[config.mk]
export PLATFORM = sky130hd
export DESIGN_NAME = universal_shift_reg_flat
export DESIGN_NICKNAME = d
export VERILOG_FILES = /design/src/rtl/usr_pkg.sv /design/src/rtl/universal_shift_reg_if.sv /design/src/rtl/usr_dff_cell.sv /design/src/rtl/universal_shift_reg.sv /design/src/flat_wrapper.sv
export SDC_FILE = /design/constraint.sdc
export NUM_CORES = 1
export LEC_CHECK = 0
export CAP_MARGIN = 40
export CORE_MARGIN = 2
export CORE_UTILIZATION = 30
export CTS_CLUSTER_DIAMETER = 80
export CTS_CLUSTER_SIZE = 28
export DETAILED_ROUTE_END_ITERATION = 16
export GPL_TIMING_DRIVEN = 0
export PLACE_DENSITY = 0.55
export SLEW_MARGIN = 5
export SYNTH_ARGS = -nofsm -noshare
export SYNTH_HDL_FRONTEND = slang
export SYNTH_SLANG_ARGS = --single-unit
[constraint.sdc]
create_clock -name clk -period 2.03 [get_ports clk]
set_input_delay 0.406 -clock clk [delete_from_list [all_inputs] [get_ports clk]]
set_output_delay 0.406 -clock clk [all_outputs]
set_load 0.01 [all_outputs]
[src/rtl/usr_pkg.sv]
// Shared operation codes for the universal shift register.
// The mode field is 3 bits wide, and all eight codes are legal operations.
package usr_pkg;
  localparam logic [2:0] MODE_HOLD = 3'b000;
  localparam logic [2:0] MODE_LOAD = 3'b001;
  localparam logic [2:0] MODE_SHL  = 3'b010;
  localparam logic [2:0] MODE_SHR  = 3'b011;
  localparam logic [2:0] MODE_ROL  = 3'b100;
  localparam logic [2:0] MODE_ROR  = 3'b101;
  localparam logic [2:0] MODE_CLR  = 3'b110;
  localparam logic [2:0] MODE_INC  = 3'b111;
endpackage

[src/rtl/universal_shift_reg_if.sv]
// Control and data bundle for universal_shift_reg.
// There is no handshake: en qualifies each rising edge, and the outputs are valid every cycle.
interface universal_shift_reg_if #(parameter int WIDTH = 8);
  logic             en;
  logic [2:0]       mode;
  logic [WIDTH-1:0] d;
  logic             sin_r;
  logic             sin_l;
  logic [WIDTH-1:0] q;
  logic [WIDTH-1:0] q_bar;
  logic             sout_l;
  logic             sout_r;
  logic             wrap;

  modport master (
    output en, mode, d, sin_r, sin_l,
    input  q, q_bar, sout_l, sout_r, wrap
  );

  modport slave (
    input  en, mode, d, sin_r, sin_l,
    output q, q_bar, sout_l, sout_r, wrap
  );
endinterface

[src/rtl/usr_dff_cell.sv]
// Single storage bit with an asynchronous active-low reset to RST_BIT.
// The complement output is derived from the stored bit, so it cannot be out of step with q.
module usr_dff_cell #(
  parameter logic RST_BIT = 1'b0
) (
  input  logic clk,
  input  logic rst,
  input  logic nxt,
  output logic q,
  output logic q_bar
);
  logic r_q;

  always_ff @(posedge clk or negedge rst) begin
    if (!rst) r_q <= RST_BIT;
    else      r_q <= nxt;
  end

  assign q     = r_q;
  assign q_bar = ~r_q;
endmodule

[src/rtl/universal_shift_reg.sv]
// Multi-mode register supporting hold, load, shift, rotate, clear and increment,
// built from WIDTH storage cells plus a registered increment-wrap flag.
module universal_shift_reg
  import usr_pkg::*;
#(
  parameter int               WIDTH     = 8,
  parameter logic [WIDTH-1:0] RESET_VAL = '0
) (
  input  logic                 clk,
  input  logic                 rst,
  universal_shift_reg_if.slave bus
);
  logic [WIDTH-1:0] w_q;
  logic [WIDTH-1:0] w_q_bar;
  logic [WIDTH-1:0] w_nxt;
  logic             w_wrap_nxt;
  logic             r_wrap;
  logic [WIDTH-1:0] w_one;

  assign w_one = {{(WIDTH-1){1'b0}}, 1'b1};

  always_comb begin
    w_nxt      = w_q;
    w_wrap_nxt = 1'b0;
    if (bus.en) begin
      case (bus.mode)
        MODE_HOLD: w_nxt = w_q;
        MODE_LOAD: w_nxt = bus.d;
        MODE_SHL:  w_nxt = {w_q[WIDTH-2:0], bus.sin_r};
        MODE_SHR:  w_nxt = {bus.sin_l, w_q[WIDTH-1:1]};
        MODE_ROL:  w_nxt = {w_q[WIDTH-2:0], w_q[WIDTH-1]};
        MODE_ROR:  w_nxt = {w_q[0], w_q[WIDTH-1:1]};
        MODE_CLR:  w_nxt = '0;
        MODE_INC: begin
          w_nxt      = w_q + w_one;
          w_wrap_nxt = &w_q;
        end
        default:   w_nxt = w_q;
      endcase
    end
  end

  for (genvar i = 0; i < WIDTH; i++) begin : g_cell
    usr_dff_cell #(.RST_BIT(RESET_VAL[i])) u_cell (
      .clk   (clk),
      .rst   (rst),
      .nxt   (w_nxt[i]),
      .q     (w_q[i]),
      .q_bar (w_q_bar[i])
    );
  end

  // wrap is high only for the cycle that follows an all-ones increment.
  always_ff @(posedge clk or negedge rst) begin
    if (!rst) r_wrap <= 1'b0;
    else      r_wrap <= w_wrap_nxt;
  end

  assign bus.q      = w_q;
  assign bus.q_bar  = w_q_bar;
  assign bus.sout_l = w_q[WIDTH-1];
  assign bus.sout_r = w_q[0];
  assign bus.wrap   = r_wrap;
endmodule

[src/flat_wrapper.sv]
// flat-port wrapper written by rule: the top's interface ports become plain ports
module universal_shift_reg_flat import usr_pkg::*;
#(
  parameter int               WIDTH     = 8,
  parameter logic [WIDTH-1:0] RESET_VAL = '0
)
  (clk, rst, bus_en, bus_mode, bus_d, bus_sin_r, bus_sin_l, bus_q, bus_q_bar, bus_sout_l, bus_sout_r, bus_wrap);
  universal_shift_reg_if #(.WIDTH(WIDTH)) bus_i ();
  input  logic clk;
  input  logic rst;
  input wire logic [$bits(bus_i.en)-1:0] bus_en;
  input wire logic [$bits(bus_i.mode)-1:0] bus_mode;
  input wire logic [$bits(bus_i.d)-1:0] bus_d;
  input wire logic [$bits(bus_i.sin_r)-1:0] bus_sin_r;
  input wire logic [$bits(bus_i.sin_l)-1:0] bus_sin_l;
  output wire logic [$bits(bus_i.q)-1:0] bus_q;
  output wire logic [$bits(bus_i.q_bar)-1:0] bus_q_bar;
  output wire logic [$bits(bus_i.sout_l)-1:0] bus_sout_l;
  output wire logic [$bits(bus_i.sout_r)-1:0] bus_sout_r;
  output wire logic [$bits(bus_i.wrap)-1:0] bus_wrap;
  assign bus_i.en = bus_en;
  assign bus_i.mode = bus_mode;
  assign bus_i.d = bus_d;
  assign bus_i.sin_r = bus_sin_r;
  assign bus_i.sin_l = bus_sin_l;
  assign bus_q = bus_i.q;
  assign bus_q_bar = bus_i.q_bar;
  assign bus_sout_l = bus_i.sout_l;
  assign bus_sout_r = bus_i.sout_r;
  assign bus_wrap = bus_i.wrap;
  universal_shift_reg #(.WIDTH(WIDTH), .RESET_VAL(RESET_VAL)) u_core (.clk(clk), .rst(rst), .bus(bus_i));
endmodule
== Word-level counts from Yosys, hierarchy flattened ==
Cells that the tools add are included.
Widths: inputs -> output; s select.
Word-level totals
  register bits: 9
  input port bits: 16
  word-level logic and storage cells: 32
Operators by class
  muxes and demuxes: 3
  reductions and logical operators: 3
  $add $sub $neg: 1
  equal/unequal tests: 7
  bitwise gates (word level): 9
Operator list (count)
  $pmux 8 s7: 1
  $eq 3x3->1 const B: 4
  $not 1->1: 9
  $add 8x1->8 const B: 1
  $reduce_and 8->1: 1
  $eq 3x2->1 const B: 2
  $eq 3x1->1 const B: 1
  $logic_not 3->1: 1
  $mux 1: 2
  $reduce_and 2->1: 1

== Depth between registers and ports, before layout ==
  word-level depth: 3
  gate-level depth with buffers: 7
  mapped depth without buffers: 5

== Cells and area by module ==
Synthesis repeated with hierarchy kept, for this count alone.
Second synthesis, totals
  cells, all modules: 107
  area total of the unflattened synthesis: 860.8 um2
Modules (own cells, without submodules)
  universal_shift_reg: sequential area each 25.0 um2, cells each 91, area an instance 630.6 um2, instances 1
  usr_dff_cell: sequential area each 25.0 um2, cells each 2, area an instance 28.8 um2, instances 8

== Worst setup path before layout ==
OpenSTA, ideal clock, no wires.
  path kind: flip-flop to flip-flop
  start point: register u_core.g_cell[3].u_cell.r_q
  end point: register u_core.g_cell[7].u_cell.r_q
  slack: 0.341 ns
  data required time: 1.940 ns
  stages on the path, launching flop included: 5
  period minus slack after synthesis: 1.689 ns
  arrival: 1.599 ns
  path through: dfrtp_1 -> inv_2 -> or4_4 -> or4_1 -> o2111ai_1
Between the ends
  cells in the longest elaborated chain, start to end: 2
RTL lines
  start: declaration: RTL line usr_dff_cell.sv:12  | logic r_q;
  start signal: assignment: RTL line usr_dff_cell.sv:16  | else r_q <= nxt;
  $add 8x1->8: RTL line universal_shift_reg.sv:35  | w_nxt = w_q + w_one;
  $pmux 8 s7: RTL line universal_shift_reg.sv:26  | case (bus.mode)
  end signal: assignment: RTL line usr_dff_cell.sv:16
  end: declaration: RTL line usr_dff_cell.sv:12
Every way passes these cells.
A chain may end at the register's enable or synchronous reset.

== Final worst setup path ==
  start point: input port bus_mode[2]
  end point: register u_core.g_cell[4].u_cell.r_q
Between the ends
  cells in the longest elaborated chain, start to end: 3
RTL lines
  start: declaration: RTL line flat_wrapper.sv:12  | input wire logic [$bits(bus_i.mode)-1:0] bus_mode;
  parallel branches: the longest is 3 deep, another holds $pmux 8 s7
  end signal: assignment: RTL line usr_dff_cell.sv:16
  end: declaration: RTL line usr_dff_cell.sv:12
Several ways; the timed one is not identified.

==> impl_metrics.env <==
export IMPL_run_status="finished, final reports clean"
export IMPL_wire_per_inst_um=13.79
export IMPL_last_weighted_congestion_value_of_the_routability_driven_placer=0.8411
export IMPL_grt_max_degree=11
export IMPL_dr_total_vias=961
export IMPL_hold_class="primary input to async pin"
export IMPL_initial_drc_count=20
export IMPL_most_common_layout_cells="33 x sky130_fd_sc_hd__clkdlybuf4s50_1, 16 x sky130_fd_sc_hd__buf_4, 10 x sky130_fd_sc_hd__o21ai_0, 9 x sky130_fd_sc_hd__dfrtp_1"
export IMPL_timing_fmax_mhz=516.4
export IMPL_nNetsFinal=169
export IMPL_post_route_min_period_ns=1.936
export IMPL_placeable_core_region_sq_mm=0.002805
export IMPL_dieHeight_um=58.95
export IMPL_clkSinkCount=9
export IMPL_worst_r2r_src="u_core.g_cell[3].u_cell.q"
export IMPL_crit_start="bus_mode[2]"
export IMPL_drtAntennaViolNets=0
export IMPL_ir_worst_vdd_uv=435.0
export IMPL_clock_tree_root_cell="sky130_fd_sc_hd__clkbuf_4"
export IMPL_numPlacedInstances=179
export IMPL_period_share_pct=95.39
export IMPL_cts_setup_buffers=0
export IMPL_synth_mux_area_fraction_pct=6.630
export IMPL_yosys_register_bits=9
export IMPL_post_synth_cell_area_avg_sq_um=7.877
export IMPL_synth_compound_gate_area_share_pct=25.69
export IMPL_critical_path_startpoint_type="primary input"
export IMPL_cellPowerDensity_mw_per_mm2=663.8
export IMPL_mostFrequentLayoutCell="sky130_fd_sc_hd__clkdlybuf4s50_1"
export IMPL_number_of_global_route_vias_before_repair=967
export IMPL_drt_first_pass_iters=4
export IMPL_utilization_pct=46.39
export IMPL_synth_top_family_by_area="compound AO/OA/AOI/OAI gates"
export IMPL_hpwl_um=1915
export IMPL_placedInstanceArea_sq_mm=0.001275
export IMPL_final_setup_skew_ns=0.001476
export IMPL_cp_arrival_ns=2.04
export IMPL_seq_area_sq_um=225.2
export IMPL_die_area_sq_mm=0.003475
export IMPL_synthAdderAreaFrac_pct=3.591
export IMPL_power_clock_fraction_pct=15.9
export IMPL_place_port_buffers=33
export IMPL_synth_simple_area_share_pct=17.68
export IMPL_leakage_nw=0.5369
export IMPL_mappedNetlistNets=132
export IMPL_dieWidth_um=58.95
export IMPL_synthXorXnorAreaFrac_pct=1.934
export IMPL_seq_area_frac_synth_pct=24.86
export IMPL_syn_area_sq_um=905.9
export IMPL_hold_violations=0
export IMPL_finish_instance_area_sq_mm=0.001301
export IMPL_swShare_pct=35.00
export IMPL_total_power_w=0.0008638
export IMPL_placement_rows=19
export IMPL_antenna_cells=0
export IMPL_max_slew_worst_pin_slew_ns=0.4002
export IMPL_cts_path_max_buffers=2
export IMPL_vias_per_cell=5.280
export IMPL_detail_route_drc_violations=0
export IMPL_rsz_0062_raised_after_global_routing="false"
export IMPL_worst_endpoint_required_ns=2.14
export IMPL_fillCellCount=301
export IMPL_i_o_pin_cnt=35
export IMPL_combinational_cell_fraction_of_total_power_pct=53.0
export IMPL_synth_lib_cells_used_distinct=41
export IMPL_synth_cells=115
export IMPL_grt_first_pass_wirelength_um=4353
export IMPL_max_cap_viol_count=0
export IMPL_internal_power_w=0.0005614
export IMPL_numCtsBuffers=3
export IMPL_cts_tree="built"
export IMPL_setup_viol=0
export IMPL_fin_cells=182
export IMPL_areaGrowthSynthToFinish_pct=43.65
export IMPL_sequentialPowerShare_pct=31.1
export IMPL_number_of_antenna_violations_at_the_first_check_in_global_routing=0
export IMPL_whs_ns=0.4380
export IMPL_start_util_pct=32.29
export IMPL_multiInputGateArea_sq_um=504.2
export IMPL_path_class="primary input to flip-flop"
export IMPL_globalRoute_totalOverflow=0
export IMPL_grt_total_usage_pct=16.29
export IMPL_power_switching_w=0.0003024
export IMPL_clkSlewWorstSetupHoldPaths_ns=0.06
export IMPL_clkLatencyLatePin_ns=0.26
export IMPL_critPathMaxFanout=10
export IMPL_layout_drive_gt1_share_pct=17.22
export IMPL_setup_worst_path_end_class="flip-flop"
export IMPL_timing_slew_headroom_pct=73.24
export IMPL_route_final_wire_length_um=2510
export IMPL_final_max_slew_viol_count=0
export IMPL_yosysWarnings=0
export IMPL_h_tree_lvl_count=1
[worst paths after layout]
kind | endpoint | slack [ns] | cells past startpoint
worst max-delay path | u_core.g_cell[4].u_cell.q | 0.09 | 6
worst min-delay path | u_core.g_cell[7].u_cell.q | 0.44 | 1
worst max register to register | u_core.g_cell[7].u_cell.q | 0.19 | 4
worst min register to register | u_core.bus.wrap | 0.64 | 2
max in group asynchronous | u_core.bus.wrap | 1.31 | 1
min in group clk | u_core.bus.wrap | 0.64 | 2
[critical path, cell delays in order]
cell and delay [ns]:
sky130_fd_sc_hd__clkdlybuf4s50_1 0.47, sky130_fd_sc_hd__or2_2 0.31, sky130_fd_sc_hd__clkbuf_1 0.21, sky130_fd_sc_hd__o21a_2 0.33
sky130_fd_sc_hd__o21ai_0 0.13, sky130_fd_sc_hd__o311ai_0 0.18
[cell type report]
class	count	area share (%)
inverter	8	2.308
sequential	9	17.31
multi-input combinational	75	38.75
clock buffer	4	2.019
tap	31	2.981
buffer	22	11.25
timing repair buffer	33	25.38
[Yosys cell counts]
cell type / count / area [sq um]
sky130_fd_sc_hd__a221oi_1: 1 / 8.760
sky130_fd_sc_hd__nor3b_1: 1 / 7.510
sky130_fd_sc_hd__a21oi_1: 2 / 10.01
sky130_fd_sc_hd__o22ai_1: 2 / 12.51
sky130_fd_sc_hd__o311ai_0: 1 / 8.760
sky130_fd_sc_hd__and2_1: 1 / 6.260
sky130_fd_sc_hd__nand3_1: 2 / 10.01
sky130_fd_sc_hd__inv_2: 1 / 3.750
sky130_fd_sc_hd__o31ai_1: 1 / 7.510
sky130_fd_sc_hd__or4_4: 1 / 11.26
sky130_fd_sc_hd__a41oi_1: 1 / 8.760
sky130_fd_sc_hd__a311oi_1: 3 / 26.28
sky130_fd_sc_hd__nor3_1: 2 / 10.01
sky130_fd_sc_hd__ha_1: 1 / 12.51
sky130_fd_sc_hd__nand2_1: 6 / 22.52
sky130_fd_sc_hd__nand2b_1: 2 / 12.51
sky130_fd_sc_hd__o221ai_1: 1 / 8.760
sky130_fd_sc_hd__o21ai_0: 10 / 50.05
sky130_fd_sc_hd__o211ai_1: 2 / 15.01
sky130_fd_sc_hd__buf_2: 1 / 5.000
sky130_fd_sc_hd__xnor2_1: 2 / 17.52
sky130_fd_sc_hd__nor4b_1: 1 / 8.760
sky130_fd_sc_hd__buf_4: 16 / 120.1
sky130_fd_sc_hd__or2_2: 1 / 6.260
sky130_fd_sc_hd__nand4_1: 1 / 6.260
sky130_fd_sc_hd__a21o_1: 1 / 7.510
sky130_fd_sc_hd__o21a_1: 2 / 15.01
sky130_fd_sc_hd__a31oi_1: 2 / 12.51
sky130_fd_sc_hd__o2111ai_1: 2 / 17.52
sky130_fd_sc_hd__and3_1: 1 / 6.260
sky130_fd_sc_hd__clkbuf_1: 6 / 22.52
sky130_fd_sc_hd__inv_1: 7 / 26.28
sky130_fd_sc_hd__mux2i_1: 6 / 60.06
sky130_fd_sc_hd__o32ai_1: 1 / 8.760
sky130_fd_sc_hd__dfrtp_1: 9 / 225.2
sky130_fd_sc_hd__or4_1: 1 / 7.510
sky130_fd_sc_hd__nor2_1: 7 / 26.28
sky130_fd_sc_hd__a211oi_1: 1 / 7.510
sky130_fd_sc_hd__nor2b_1: 3 / 18.77
sky130_fd_sc_hd__a22oi_1: 1 / 7.510
sky130_fd_sc_hd__maj3_1: 2 / 20.02
[per-layer routing]
layer	up-vias	GRT usage (%)	routed length, um
li1	475	-	-
met1	438	21.59	1139
met2	44	26.83	1133
met3	4	5.055	216
met4	0	1.948	20
met5	-	0	0
[registers in the layout (all words and copies together) (netlist names)]
signal / count
u_core.bus.wrap: 1
u_core.g_cell.u_cell.q: 8
[per-stage QoR]
stage	setup TNS, ns	setup slack, ns
after global routing	0	0.004858
after CTS	0	0.02776
final	0	0.09366
after global placement	-1.664	-0.2878
after detailed placement	-1.666	-0.3087
after floorplan	0	0.3415
[kinds of logic (layout without fill, tap and decap cells)]
kind of cell / count (synthesis) / count (layout)
compound gates: 34 / 34
xor+xnor: 2 / 2
fa+ha+maj: 3 / 3
buf+inv: 31 / 67
flops: 9 / 9
mux: 6 / 6
simple gates: 30 / 30
[repair_timing]
item,CTS,global route
endpoints found under the setup margin,1,4
gates resized for setup,0,5
hold buffers,0,0
[power groups by stage]
| stage | combinational (W) | sequential (W) | clock [W] |
|---|---|---|---|
| 2_1_floorplan | 0.000261 | 0.000256 | 0 |
| 3_3_place_gp | 0.000457 | 0.000274 | 0 |
| 3_5_place_dp | 0.000459 | 0.000273 | 0 |
| 4_1_cts | 0.000462 | 0.000270 | 0.000145 |
| 5_1_grt | 0.000500 | 0.000279 | 0.000156 |
| 6_report | 0.000458 | 0.000269 | 0.000137 |
(Power assumes the default switching activity.)
==> patch 1: new RTL, config.mk and constraints unchanged <==
`WIDTH` is set to 8 in 3 places; all go to 9.
--- a/src/rtl/universal_shift_reg_if.sv
+++ b/src/rtl/universal_shift_reg_if.sv
@@ -1,5 +1,5 @@
 // Control and data bundle for universal_shift_reg.
 // There is no handshake: en qualifies each rising edge, and the outputs are valid every cycle.
-interface universal_shift_reg_if #(parameter int WIDTH = 8);
+interface universal_shift_reg_if #(parameter int WIDTH = 9);
   logic             en;
   logic [2:0]       mode;
--- a/src/rtl/universal_shift_reg.sv
+++ b/src/rtl/universal_shift_reg.sv
@@ -4,5 +4,5 @@
   import usr_pkg::*;
 #(
-  parameter int               WIDTH     = 8,
+  parameter int               WIDTH     = 9,
   parameter logic [WIDTH-1:0] RESET_VAL = '0
 ) (
--- a/src/flat_wrapper.sv
+++ b/src/flat_wrapper.sv
@@ -2,5 +2,5 @@
 module universal_shift_reg_flat import usr_pkg::*;
 #(
-  parameter int               WIDTH     = 8,
+  parameter int               WIDTH     = 9,
   parameter logic [WIDTH-1:0] RESET_VAL = '0
 )
Ports: changed (resized bus_d, bus_q and bus_q_bar); port bits go from 35 to 38. No check against the original RTL was run, so the function may have changed too.
==> patch 1 against the unedited design <==
  * Sequential cell count up 1
  * Core utilization is 1.6 points lower
  * Worst hold slack improved by 0.012 ns
  * First-iteration DRC count increased by 15%
  * Synthesized area increased by 20%
  * Synthesized cell count increased by 15%
  * Count of clock-buffer cells in the layout shrank 1
  * Sequential power increased by 5%
  * Worst setup slack lost 0.018 ns
  * Clock skew is 0.0025 ns higher
  * Total power rose by 17%
  * Global-route usage shrank 2.5 points
  * Cell area increased by 18%
  * Routed wire length is 7.8% higher
==> patch 1: results (changes against the unedited design) <==
==================================================================================
Slowest-stage cell, CP .............................................. clkdlybuf4s50_1
Top cells by instance count after synthesis ......................... 19 x buf_4, 11 x inv_1, 10 x dfrtp_1, 10 x nor2_1, 8 x nand2_1
Total Routing Usage GR ..............................................       0.1379   -0.02509
Gp weighted congestion ..............................................       0.8741   +3.9%
Wire length per cell after detailed routing .........................     12.47 um   -9.6%
Number of detailed-routing iterations run before antenna repair .....            4   unchanged
Static Leak ......................................................... 0.0006576 uW   +22%
Nets in the synthesized netlist .....................................          150   +14%
Number of global-route vias before repair ...........................          981   +1.4%
Final cell count without fillers ....................................          217   +19%
Post-synthesis sequential area ratio ................................       0.2296   -0.01900
Number of distinct library cells after synthesis ....................           38   -7.3%
Iteration-0 DRC Markers .............................................           23   +15%
Final Skew ..........................................................  0.003972 ns   +0.002496 ns
Top area cells in the synthesized netlist ........................... dfrtp_1 23%, buf_4 13%, mux2i_1 6.4%, buf_6 6.2%, xnor2_1 4.8%
Global-route wire length before repair ..............................      4485 um   +3.0%
Flip-flop count of the largest register after layout ................            9   +1
Worst hold path class ...............................................  in -> async
Largest vdd supply drop .............................................     150.6 uV   -65%
Clock buffer depth ..................................................            2   unchanged
Share of final-layout standard cells stronger than drive strength 1 .       0.2515   +0.07928
Synthesis Warnings ..................................................            0   unchanged
Status ..............................................................    completed
Worst max-slew margin expressed relative to the limit ...............       0.6964   -0.03599
Syn avg cell area ...................................................  8.256 sq um   +4.8%
Via count ...........................................................         1013   +5.4%
Fillers .............................................................          359   +19%
Number of buffer cells added on primary ports .......................           35   +6.1%
Req. time, crit path ................................................      1.62 ns   -0.52 ns
Biggest fanout along the worst timing path ..........................            8   -2
Placed inst area .................................................... 0.001498 sq mm   +17%
Detail Placement HPWL ...............................................      2134 um   +11%
Maximum cell stage delay along the critical path ....................      0.52 ns   +0.05 ns
Final #Nets .........................................................          191   +13%
Placed Cells incl. Taps .............................................          213   +19%
Dpl ws ..............................................................    0.1363 ns   +0.4450 ns
Source-to-sink clock delay at the later pin of the worst-skew pair ..      0.27 ns
==================================================================================
[patch 1: cell count changes after synthesis, sizes merged, moves of 4 or more]
cell and change:
buf +12, clkbuf -6, nand3 +4, nor2 +4, xnor2 +4
[patch 1: per-layer routing]
| layer | GRT usage | share of wire | vias to the layer above |
|---|---|---|---|
| met1 | 0.1841 | 0.47 | 464 |
| li1 | - | - | 516 |
| met2 | 0.2331 | 0.48 | 31 |
| met4 | 0.05585 | 0.0085 | 0 |
| met3 | 0.005282 | 0.037 | 2 |
| met5 | 0 | 0 | - |
[patch 1: worst paths after layout]
| kind | start | endpoint | slack [ns] | depth (start not counted) |
|---|---|---|---|---|
| hold / removal | rst | u_core.bus.wrap$_DFF_PN0_ | 0.45 | 1 |
| min in group clk | bus_mode[2] | u_core.g_cell[5].u_cell.q$_DFFE_PN0P_ | 0.51 | 3 |
| hold reg to reg | u_core.g_cell[2].u_cell.q$_DFFE_PN0P_ | u_core.g_cell[2].u_cell.q$_DFFE_PN0P_ | 0.65 | 3 |
| setup / recovery | u_core.g_cell[0].u_cell.q$_DFFE_PN0P_ | bus_q_bar[0] | 0.08 | 4 |
| setup reg to reg | u_core.g_cell[1].u_cell.q$_DFFE_PN0P_ | u_core.g_cell[4].u_cell.q$_DFFE_PN0P_ | 0.62 | 6 |
| max in group asynchronous | rst | u_core.g_cell[3].u_cell.q$_DFFE_PN0P_ | 1.27 | 1 |
[patch 1: cell families (layout without fill, tap and decap cells)]
group | count (synthesis) | in the layout | synth area share
muxes | 7 | 7 | 0.06430
and+or+nand+nor | 34 | 34 | 0.1642
DFF | 10 | 10 | 0.2296
xor gates and xnor gates | 6 | 6 | 0.04822
adders and majority gates | 3 | 3 | 0.02985
AOI/OAI and AO/OA | 32 | 32 | 0.2147
buffers and inverters | 40 | 79 | 0.2491
[patch 1: power by group]
group          total [uW]  internal (uW)  switching [uW]  leakage [uW]
clock                 137           68.6            68.3     0.0000138
sequential            282            232            50.3      0.000126
combinational         594            350             244      0.000518
[patch 1: final cells by class]
| type | count | area [sq um] | area share |
|---|---|---|---|
| multi-input combinational | 82 | 568.0 | 0.3712 |
| timing repair buffer | 36 | 357.8 | 0.2339 |
| clock buffer | 3 | 22.52 | 0.01472 |
| inverter | 11 | 41.29 | 0.02698 |
| sequential | 10 | 250.2 | 0.1635 |
| tap | 46 | 57.56 | 0.03761 |
| buffer | 29 | 232.7 | 0.1521 |
[patch 1: timing repair]
item | 4_1_cts | 5_1_grt
hold endpoints to repair | 0 | 0
hold buffers | 0 | 0
endpoints found under the setup margin | 0 | 1
buffers inserted | 0 | 1
gates resized for setup | 0 | 2
==> patch 2: new RTL, same flow settings <==
Without the edit above. Reset style: synchronous (`rst`), changed in 2 clocked blocks. Comments in the files are not updated.
--- a/src/rtl/usr_dff_cell.sv
+++ b/src/rtl/usr_dff_cell.sv
@@ -12,5 +12,5 @@
   logic r_q;
 
-  always_ff @(posedge clk or negedge rst) begin
+  always_ff @(posedge clk) begin
     if (!rst) r_q <= RST_BIT;
     else      r_q <= nxt;
--- a/src/rtl/universal_shift_reg.sv
+++ b/src/rtl/universal_shift_reg.sv
@@ -52,5 +52,5 @@
 
   // wrap is high only for the cycle that follows an all-ones increment.
-  always_ff @(posedge clk or negedge rst) begin
+  always_ff @(posedge clk) begin
     if (!rst) r_wrap <= 1'b0;
     else      r_wrap <= w_wrap_nxt;
Check against the original RTL: differs if rst is asserted again (counterexample within 4 cycles, from zero or initial values and one cycle with rst low); with rst held inactive, the same outputs for 10 cycles.
==> patch 2 against the unedited design <==
  * Synthesized cell count is 10% higher
  * Total power decreased by 32%
  * Synthesized area grew 3.5%
  * Routed wire length rose by 8.9%
  * Cell area rose by 1.6%
  * Sequential cell count unchanged
  * Die area grew 3.2%
  * Worst setup slack improved by 0.0051 ns
  * Critical path type is now reg -> out
  * Highest routed layer unchanged
==> patch 2: results (changes against the unedited design) <==
==========================================================================================
Status ......................................................................    completed
Iteration-0 DRC Markers .....................................................           24   +20%
Top area cells in the synthesized netlist ................................... dfxtp_1 19%, buf_4 15%, mux2i_1 7.5%, a21oi_1 4.8%, o211ai_1 4.8%
Number of global-route vias before repair ...................................          906   -6.3%
Post-synthesis sequential area ratio ........................................       0.1923   -0.05636
Number of cell instances on the worst register-to-register path .............            4   unchanged
Dominant register cell in the synthesized netlist ...........................      dfxtp_1
Placed inst area ............................................................ 0.001299 sq mm   +1.9%
Total Routing Usage GR ......................................................       0.1620   -0.0009433
DR WL met2 ..................................................................      1233 um   +8.8%
Detail Placement HPWL .......................................................      2022 um   +5.6%
Final #Nets .................................................................          180   +6.5%
Worst reg2reg startpoint .................................................... u_core.g_cell[1].u_cell.q$_SDFFE_PN0P_
Wire length per cell after detailed routing .................................     14.02 um   +1.7%
Arrival time reported for the critical path endpoint ........................      1.53 ns   -0.51 ns
Reg-to-reg slack, setup .....................................................      0.35 ns   +0.16 ns
Static Leak ................................................................. 0.0005169 uW   -3.7%
Post-route met1 wirelength ..................................................      1256 um   +10%
Routing usage on met2 .......................................................       0.2376   -0.03068
Worst hold path class .......................................................    in -> reg
Clock tree root driver cell .................................................     clkbuf_4
Share of synthesized cell area in full adder, half adder and majority cells .      0.02403   -0.01188
Final Skew ..................................................................   0.01253 ns   +0.01105 ns
Largest vdd supply drop .....................................................     267.8 uV   -38%
Clock edge transition at the registers on the reported setup and hold paths .      0.08 ns   +0.02 ns
Worst setup path startpoint ................................................. u_core.g_cell[4].u_cell.q$_SDFFE_PN0P_
Via count ...................................................................         1045   +8.7%
Synthesis Warnings ..........................................................            0   unchanged
Compound-cell area share of the yosys netlist ...............................       0.2510   -0.005905
Nets in the synthesized netlist .............................................          144   +9.1%
Gp weighted congestion ......................................................       0.8764   +4.2%
Critical path endpoint ...................................................... bus_q_bar[4]
Met3 Resource Use GR ........................................................      0.02381   -0.02674
Source-to-sink clock delay at the later pin of the worst-skew pair ..........      0.28 ns   +0.02 ns
Wirelength, routed ..........................................................      2734 um   +8.9%
Share of final-layout standard cells stronger than drive strength 1 .........       0.1852   +0.01300
Post-synthesis mux area share ...............................................      0.07477   +0.008468
Instance count of the mapped netlist ........................................          127   +10%
Number of distinct library cells after synthesis ............................           37   -9.8%
Net switching power figure ..................................................     196.8 uW   -35%
Synthesized-area fraction occupied by xor and xnor cells ....................      0.01869   -0.0006454
Fraction of synthesis flops using an asynchronous set or reset pin ..........            0   -1.000
Worst max-slew margin expressed relative to the limit .......................       0.5225   -0.2099
Met1 track utilization from global routing ..................................       0.2224   +0.006442
Amount of wire on met3 after detailed routing ...............................       169 um   -22%
Top cells by instance count after synthesis ................................. 19 x buf_4, 9 x a21oi_1, 9 x dfxtp_1
==========================================================================================
## patch 2: final cells by class
type | count | area (sq um) | share of cell area
flip-flops and latches | 9 | 180.2 | 0.1362
clock buffers | 4 | 26.28 | 0.01987
multi-input cells | 82 | 544.3 | 0.4115
repair buffers | 32 | 320.3 | 0.2422
plain buffers | 27 | 180.2 | 0.1362
inverters | 8 | 30.03 | 0.02271
well taps | 33 | 41.29 | 0.03122
## patch 2: kinds of logic (layout without fill, tap and decap cells)
kind of cell,count (synthesis),after routing
flip-flops,9,9
multiplexers,7,7
buffers and inverters,36,71
AND/OR/NAND/NOR,37,37
adder cells (fa/ha/maj),2,2
AO/OA/AOI/OAI,34,34
XOR/XNOR,2,2
## patch 2: metrics by stage
step | setup slack (ns) | hold slack [ns] | TNS, ns
6_report | 0.09874 | 0.5767 | 0
4_1_cts | 0.01035 | 0.5823 | 0
3_3_place_gp | -0.09647 | 0.5884 | -0.1265
3_5_place_dp | -0.1005 | 0.5979 | -0.1512
5_1_grt | 0.01997 | 0.6038 | 0
2_1_floorplan | 0.5445 | 0.5097 | 0
## patch 2: critical path, cell delays in order, from the launching register on
cell and delay, ns:
dfxtp_1 0.50, inv_1 0.13, buf_4 0.15, clkdlybuf4s50_1 0.46
## patch 2: power by group through the flow
| stage | sequential [uW] | clock [uW] | combinational, uW |
|---|---|---|---|
| 6_report | 205 | 155 | 231 |
| 5_1_grt | 207 | 170 | 253 |
| 4_1_cts | 202 | 157 | 235 |
| 3_5_place_dp | 206 | 0 | 234 |
| 3_3_place_gp | 206 | 0 | 234 |
| 2_1_floorplan | 203 | 0 | 136 |
## patch 2: what timing repair did
| action | in CTS | in global routing |
|---|---|---|
| setup endpoints to repair | 0 | 2 |
| setup buffers | 0 | 0 |
| resized for setup | 0 | 2 |
